<file path="config.mk">
export PLATFORM = sky130hd
export DESIGN_NAME = multicycle_ctrl
export DESIGN_NICKNAME = d
export VERILOG_FILES = /design/src/rtl/ctrl_pkg.sv /design/src/rtl/multicycle_ctrl.sv
export SDC_FILE = /design/constraint.sdc
export NUM_CORES = 1
export LEC_CHECK = 0
export CAP_MARGIN = 40
export CORE_MARGIN = 5
export CORE_UTILIZATION = 41
export CTS_BUF_LIST = sky130_fd_sc_hd__clkbuf_8
export DETAILED_ROUTE_END_ITERATION = 10
export GPL_ROUTABILITY_DRIVEN = 0
export MAX_ROUTING_LAYER = met4
export PLACE_DENSITY_LB_ADDON = 0.3
export SKIP_LAST_GASP = 1
export SYNTH_ARGS = -nofsm -noshare
export SYNTH_HDL_FRONTEND = slang
export SYNTH_SLANG_ARGS = --single-unit
</file>
<file path="constraint.sdc">
create_clock -name clk -period 1.71 [get_ports clk]
set_input_delay 0.2565 -clock clk [delete_from_list [all_inputs] [get_ports clk]]
set_output_delay 0.2565 -clock clk [all_outputs]
set_load 0.01 [all_outputs]
</file>
<file path="src/rtl/ctrl_pkg.sv">
// Shared definitions for the multi-cycle RV32 sequencer: state encoding,
// special instruction words and the default reset vector.
package ctrl_pkg;

    typedef enum logic [2:0] {
        IDLE      = 3'd0,
        FETCH     = 3'd1,
        DECODE    = 3'd2,
        EXECUTE   = 3'd3,
        WRITEBACK = 3'd4,
        HALT      = 3'd5
    } ctrl_state_t;

    localparam logic [31:0] INST_EBREAK      = 32'h0010_0073;
    localparam logic [31:0] INST_NOP         = 32'h0000_0013;
    localparam logic [31:0] DEFAULT_RESET_PC = 32'h8000_0000;

endpackage

</file>
<file path="src/rtl/multicycle_ctrl.sv">
// Multi-cycle sequencer for the single-issue RV32 core. Each instruction
// passes through FETCH -> DECODE -> EXECUTE -> WRITEBACK. The latched
// instruction feeds the external decoder, alu_en paces the ALU and rf_wen
// is limited to the writeback cycle. The core halts on ebreak, on an illegal
// instruction, or when instruction memory fails to answer in time.
module multicycle_ctrl
    import ctrl_pkg::*;
#(
    parameter logic [31:0] RESET_PC  = DEFAULT_RESET_PC,
    parameter int unsigned FETCH_TMO = 255,
    parameter int unsigned TMO_W     = 8
) (
    input  logic        clk,
    input  logic        rst_n,
    input  logic        run,
    output logic        imem_req,
    output logic [31:0] imem_addr,
    input  logic        imem_rvalid,
    input  logic [31:0] imem_rdata,
    output logic [31:0] inst,
    input  logic        dec_wen,
    input  logic        dec_illegal,
    output logic        alu_en,
    output logic        rf_wen,
    output logic [31:0] pc,
    output logic        halt,
    output logic        trap
);

    // Last FETCH cycle count before the fetch is declared dead.
    localparam logic [TMO_W-1:0] TMO_LAST = TMO_W'(FETCH_TMO - 1);

    ctrl_state_t      state_q;
    ctrl_state_t      state_d;
    logic [31:0]      pc_q;
    logic [31:0]      inst_q;
    logic [TMO_W-1:0] tmo_cnt_q;
    logic             halt_q;
    logic             trap_q;

    logic             load_inst;
    logic             adv_pc;
    logic             set_halt;
    logic             set_trap;

    // Next-state selection and Moore strobes; rf_wen additionally follows dec_wen.
    always_comb begin
        state_d   = state_q;
        load_inst = 1'b0;
        adv_pc    = 1'b0;
        set_halt  = 1'b0;
        set_trap  = 1'b0;
        imem_req  = 1'b0;
        alu_en    = 1'b0;
        rf_wen    = 1'b0;
        case (state_q)
            IDLE: begin
                if (run) begin
                    state_d = FETCH;
                end
            end
            FETCH: begin
                imem_req = 1'b1;
                // A response arriving on the final allowed cycle still wins.
                if (imem_rvalid) begin
                    load_inst = 1'b1;
                    state_d   = DECODE;
                end else if (tmo_cnt_q == TMO_LAST) begin
                    set_halt = 1'b1;
                    set_trap = 1'b1;
                    state_d  = HALT;
                end
            end
            DECODE: begin
                // ebreak is a clean stop even if the decoder also flags it illegal.
                if (inst_q == INST_EBREAK) begin
                    set_halt = 1'b1;
                    state_d  = HALT;
                end else if (dec_illegal) begin
                    set_halt = 1'b1;
                    set_trap = 1'b1;
                    state_d  = HALT;
                end else begin
                    state_d = EXECUTE;
                end
            end
            EXECUTE: begin
                alu_en  = 1'b1;
                state_d = WRITEBACK;
            end
            WRITEBACK: begin
                rf_wen  = dec_wen;
                adv_pc  = 1'b1;
                state_d = run ? FETCH : IDLE;
            end
            HALT: begin
                state_d = HALT;
            end
            default: begin
                state_d = IDLE;
            end
        endcase
    end

    // Control state: FSM register plus the sticky halt/trap flags.
    always_ff @(posedge clk or negedge rst_n) begin
        if (!rst_n) begin
            state_q <= IDLE;
            halt_q  <= 1'b0;
            trap_q  <= 1'b0;
        end else begin
            state_q <= state_d;
            if (set_halt) begin
                halt_q <= 1'b1;
            end
            if (set_trap) begin
                trap_q <= 1'b1;
            end
        end
    end

    // Program counter, instruction latch and fetch timeout counter.
    always_ff @(posedge clk or negedge rst_n) begin
        if (!rst_n) begin
            pc_q      <= RESET_PC;
            inst_q    <= INST_NOP;
            tmo_cnt_q <= '0;
        end else begin
            if (adv_pc) begin
                pc_q <= pc_q + 32'd4;
            end
            if (load_inst) begin
                inst_q <= imem_rdata;
            end
            // Counter only runs while waiting in FETCH; any other cycle rearms it.
            if (state_q == FETCH && !imem_rvalid) begin
                tmo_cnt_q <= tmo_cnt_q + 1'b1;
            end else begin
                tmo_cnt_q <= '0;
            end
        end
    end

    assign imem_addr = pc_q;
    assign pc        = pc_q;
    assign inst      = inst_q;
    assign halt      = halt_q;
    assign trap      = trap_q;

endmodule

</file>
Word level (Yosys, flattened, before mapping). Cells that the tools add are included.

Flip-flop bits (word level): 77. Input port bits: 38. Word-level logic and storage cells: 42.

Reductions and logical operators: 4. Eq/ne operators: 9. Muxes and demuxes: 21. $add $sub $neg: 2.

Operator list (number): 32-bit by 3-bit adder with 32-bit output, second input constant (1); 32-bit by 21-bit == test with 1-bit output, second input constant (1); 3-bit case mux with 6 select lines (1); 3-bit 2-to-1 mux (5); 1-bit 2-to-1 mux (12); 8-bit by 1-bit adder with 8-bit output, second input constant (1); 8-bit == test, second input constant (1); 8-bit 2-to-1 mux (1); 3-bit by 2-bit == test with 1-bit output, second input constant (2); 3-bit == test, second input constant (2); 1-bit case mux with 2 select lines (2); 3-bit by 1-bit == test with 1-bit output, second input constant (1); 3-bit logical NOT (1); 3-bit inequality test, second input constant (1); 2-bit inequality test, second input constant (1); 2-bit AND reduction (1); 1-bit logical AND (1); 1-bit logical NOT (1).

Longest topological paths before layout.
Depth in word-level cells: 4. Gate-level depth with buffers: 6. Depth with buffers taken out: 5.

Least setup slack after synthesis. No wires, ideal clock.

Path kind: register to register. Start: reg state_q[0]. End: reg inst_q[10] (netlist: inst[10]). Period minus slack after synthesis: 1.905 ns. Required time: 1.585 ns. Path buffers: 3. Cell stages (with the launch flop): 7. Arrival: 1.780 ns. Slack: -0.195 ns. Path through: dfrtp_1 > clkbuf_1 > nor3b_1 > and2_1 > buf_2 > buf_4 > mux2_2.

Word-level cells in the longest chain between the ends: 2.

Ends and longest elaborated chain: start, declared (line multicycle_ctrl.sv:33) `ctrl_state_t state_q;`; start signal, assigned (line multicycle_ctrl.sv:112) `state_q <= state_d;`; 3-bit by 1-bit == test with 1-bit output (line multicycle_ctrl.sv:56) `case (state_q)`; 1-bit 2-to-1 mux (line multicycle_ctrl.sv:56); end signal, assigned (line multicycle_ctrl.sv:133) `inst_q <= imem_rdata;`; end, declared (line multicycle_ctrl.sv:36) `logic [31:0] inst_q;`.

Every way passes these cells. A chain may end at the register's enable or synchronous reset.

Final worst setup path.
Start: reg state_q[2]. End: reg inst_q[6] (netlist: inst[6]).

Same word-level chain as after synthesis.

==> flow_metrics.tcl <==
set metrics [dict create \
    setup.reg_to_reg.worst_slack_ns 0.03 \
    synthAdderAreaFrac 0.01056 \
    totalWireLength_um 9256 \
    detailedRoute.firstIterationViolations 49 \
    area.growth.synth_to_final_pct 55.81 \
    cp.arrival_ns 1.91 \
    largest_net_degree_at_the_start_of_global_routing 33 \
    status "completed" \
    synth_cell_types 40 \
    xor_xnor_share_of_the_synthesized_area 0.08621 \
    worst_setup_hold_path_clk_slew_ns 0.09 \
    timing.critical_path.from_type "flip-flop" \
    power.density_nw_per_um2 1393 \
    synth_top_flop_cell "dfrtp_1" \
    drtPass1Iterations 4 \
    initial_utilization 0.4138 \
    cts_root_buf "clkbuf_8" \
    worstReg2RegStart "state_q[2]" \
    setup_viol 0 \
    finalClockSkew_ns 0.01220 \
    share_of_the_synthesized_area_in_the_top_cell_type 0.4996 \
    fmax_mhz 594.6 \
    hp-class "input port to async pin" \
    power.ir.vdd_worst_mv 0.6099 \
    number_of_buffers_created_by_cts 9 \
    number_of_global_route_vias_before_repair 2835 \
    synth_top_family_by_area "simple AND/OR/NAND/NOR gates" \
    worst_setup_slack_after_placement_ns -0.04367 \
    netlist_area_um2 3556 \
    rr_worst_depth 5 \
    cell_with_the_most_instances_after_synthesis "dfrtp_1" \
    ant_nets 0 \
    multi_input_comb_area_um2 1504 \
    drv_cap 0 \
    placementRows 34 \
    die_h_um 103.1 \
    synth.top_cells.by_count "dfrtp_1, buf_4, mux2_2" \
    yosys.area.top_type "dfrtp_1" \
    final-seq-area_um2 1887 \
    crit_path_end_kind "flip-flop" \
    finish.net_count 481 \
    synth-edff-count 0 \
    fin_area_um2 5540 \
    leakage_uw 0.002643 \
    critical_path.reg2reg.endpoint "inst[6]" \
    crit_path_start "state_q[2]" \
    clock_tree.buffer_depth 2 \
    post_synth_inst_count 298 \
    synth_seq_cells 75 \
    fin_crit_sh 0.9834 \
    placement.io_buffers 134 \
    tritoncts_num_sinks 75 \
    route.detailed.drc 0 \
    layout-drive-gt1-share 0.2562 \
    dp.final_hpwl_um 6311 \
    antenna_found_initial 0 \
    route.vias.total 2699 \
    critical_path_required_ns 1.94 \
    post_drt_via_cell_ratio 4.881 \
    die_width_um 103.1 \
    antenna_cells 0 \
    tritoncts "done" \
    grt_usage 0.1705 \
    filler_cell_count 665 \
    placed_cell_area_um2 4979 \
    synth_warnings 0 \
    cts.htree.levels 3 \
    hold_viol 0 \
    floorplan.io_pins 139 \
    report.final.slew_viol_count 0 \
    layout_min_cycle_time_ns 1.682 \
    grt_pass1_wl_um 13620 \
    fp.coreArea_um2 8593 \
    synthTopCellsByArea "dfrtp_1, mux2_2, buf_4" \
    die_area_um2 10640 \
    synth_compound_gate_area_share 0.02006 \
    critical_path.max_fanout 8 \
    worst_skew_pair_latency_ns 0.35 \
    asyncSetResetFlopFracSynth 1.000 \
    ys_seq_area_frac 0.5292 \
    yosys-mux-area-fraction 0.1045 \
    globalRoute.totalOverflow 0 \
    synth_simple_gate_area_frac 0.1534 \
    wl_per_cell_um 16.74 \
    criticalPathCategory "flip-flop to flip-flop" \
    post-route-worst-setup-slack_ns 0.02834 \
    setup_repair_after_global_routing_missed_its_margin "true" \
    synthesis.area_per_instance_um2 11.93 \
]
==> sequential cells by signal (all words and copies together) (netlist names) <==
register	flops
inst	32
imem_addr	30
tmo_cnt_q	8
state_q	3
halt	1
trap	1
==> where the power goes <==
group | total, uW | leakage [uW] | internal [uW] | switching, uW
Sequential | 2810 | 0.000945 | 2310 | 499
Combinational | 3220 | 0.00158 | 2060 | 1160
Clock | 1690 | 0.000123 | 1010 | 679
Total | 7720 | 0.00264 | 5380 | 2340
==> timing repair <==
action,4_1_cts,5_1_grt
hold buffers,1,0
hold endpoints to repair,28,0
pin swaps,3,8
setup endpoints to repair,37,54
setup buffers,1,3
resized for setup,12,48
cloned,1,3
==> cell type report <==
type                            count  share of cell area
Multi-Input combinational cell    176              0.2715
Clock buffer                       10             0.02484
Inverter                            7            0.004743
Timing Repair Buffer              171              0.3139
Sequential cell                    75              0.3406
Clock inverter                      6             0.02010
Tap cell                          108             0.02439
==> critical path, stage by stage, from the launching register on <==
cell and delay [ns]:
dfrtp_1 0.42, buf_6 0.14, nor3b_4 0.21, and2_4 0.28
clkbuf_16 0.20, mux2_4 0.30
==> routing by layer <==
layer / GRT usage / vias to the layer above / part of all wire
met3: 0.04533 / 8 / 0.074
li1: - / 1266 / -
met1: 0.2208 / 1322 / 0.44
met5: - / - / 0
met4: 0.04980 / 0 / 0.0097
met2: 0.2639 / 103 / 0.47
==> worst max-delay path by stage <==
stage               endpoint  depth (start not counted)
2_1_floorplan  imem_addr[31]                          5
5_1_grt        imem_addr[24]                          4
3_5_place_dp            trap                          4
3_3_place_gp            trap                          4
4_1_cts             imem_req                          3
6_report             inst[6]                          5
==> layout by cell type (no fill, tap or decap), types with 5 or more instances in the layout <==
cell and n:
nand2_1 14, clkbuf_8 10, mux2_2 11, inv_1 7
xnor2_1 10, clkdlybuf4s50_1 115, nand3_1 12, xor2_1 25
nor3_1 6, dlymetal6s2s_1 13, mux2_4 22, buf_4 30
dfrtp_1 67, nand4_1 5, nor2_1 17, nor3_2 5
==> kinds of logic after synthesis <==
kind of cell               Yosys count
AOI/OAI and AO/OA                    8
buffers and inverters               50
DFF                                 75
muxes                               33
adders and majority gates            3
other                                1
and+or+nand+nor                     93
xor gates and xnor gates            35
==> stage by stage <==
step                      hold WS (ns)  total power [uW]  setup TNS (ns)  instances  utilization
after floorplan               -0.03909              3979               0        301            -
after global placement          0.2227              5411        -0.01036        528       0.5794
after detailed placement        0.2223              5498         -0.3608        528       0.5794
after global routing            0.3896              8104         -0.3989        553       0.6447
after CTS                       0.3826              7295        -0.06011        547       0.6153
final                           0.3714              7718               0        553       0.6447
(Power assumes the default switching activity.)
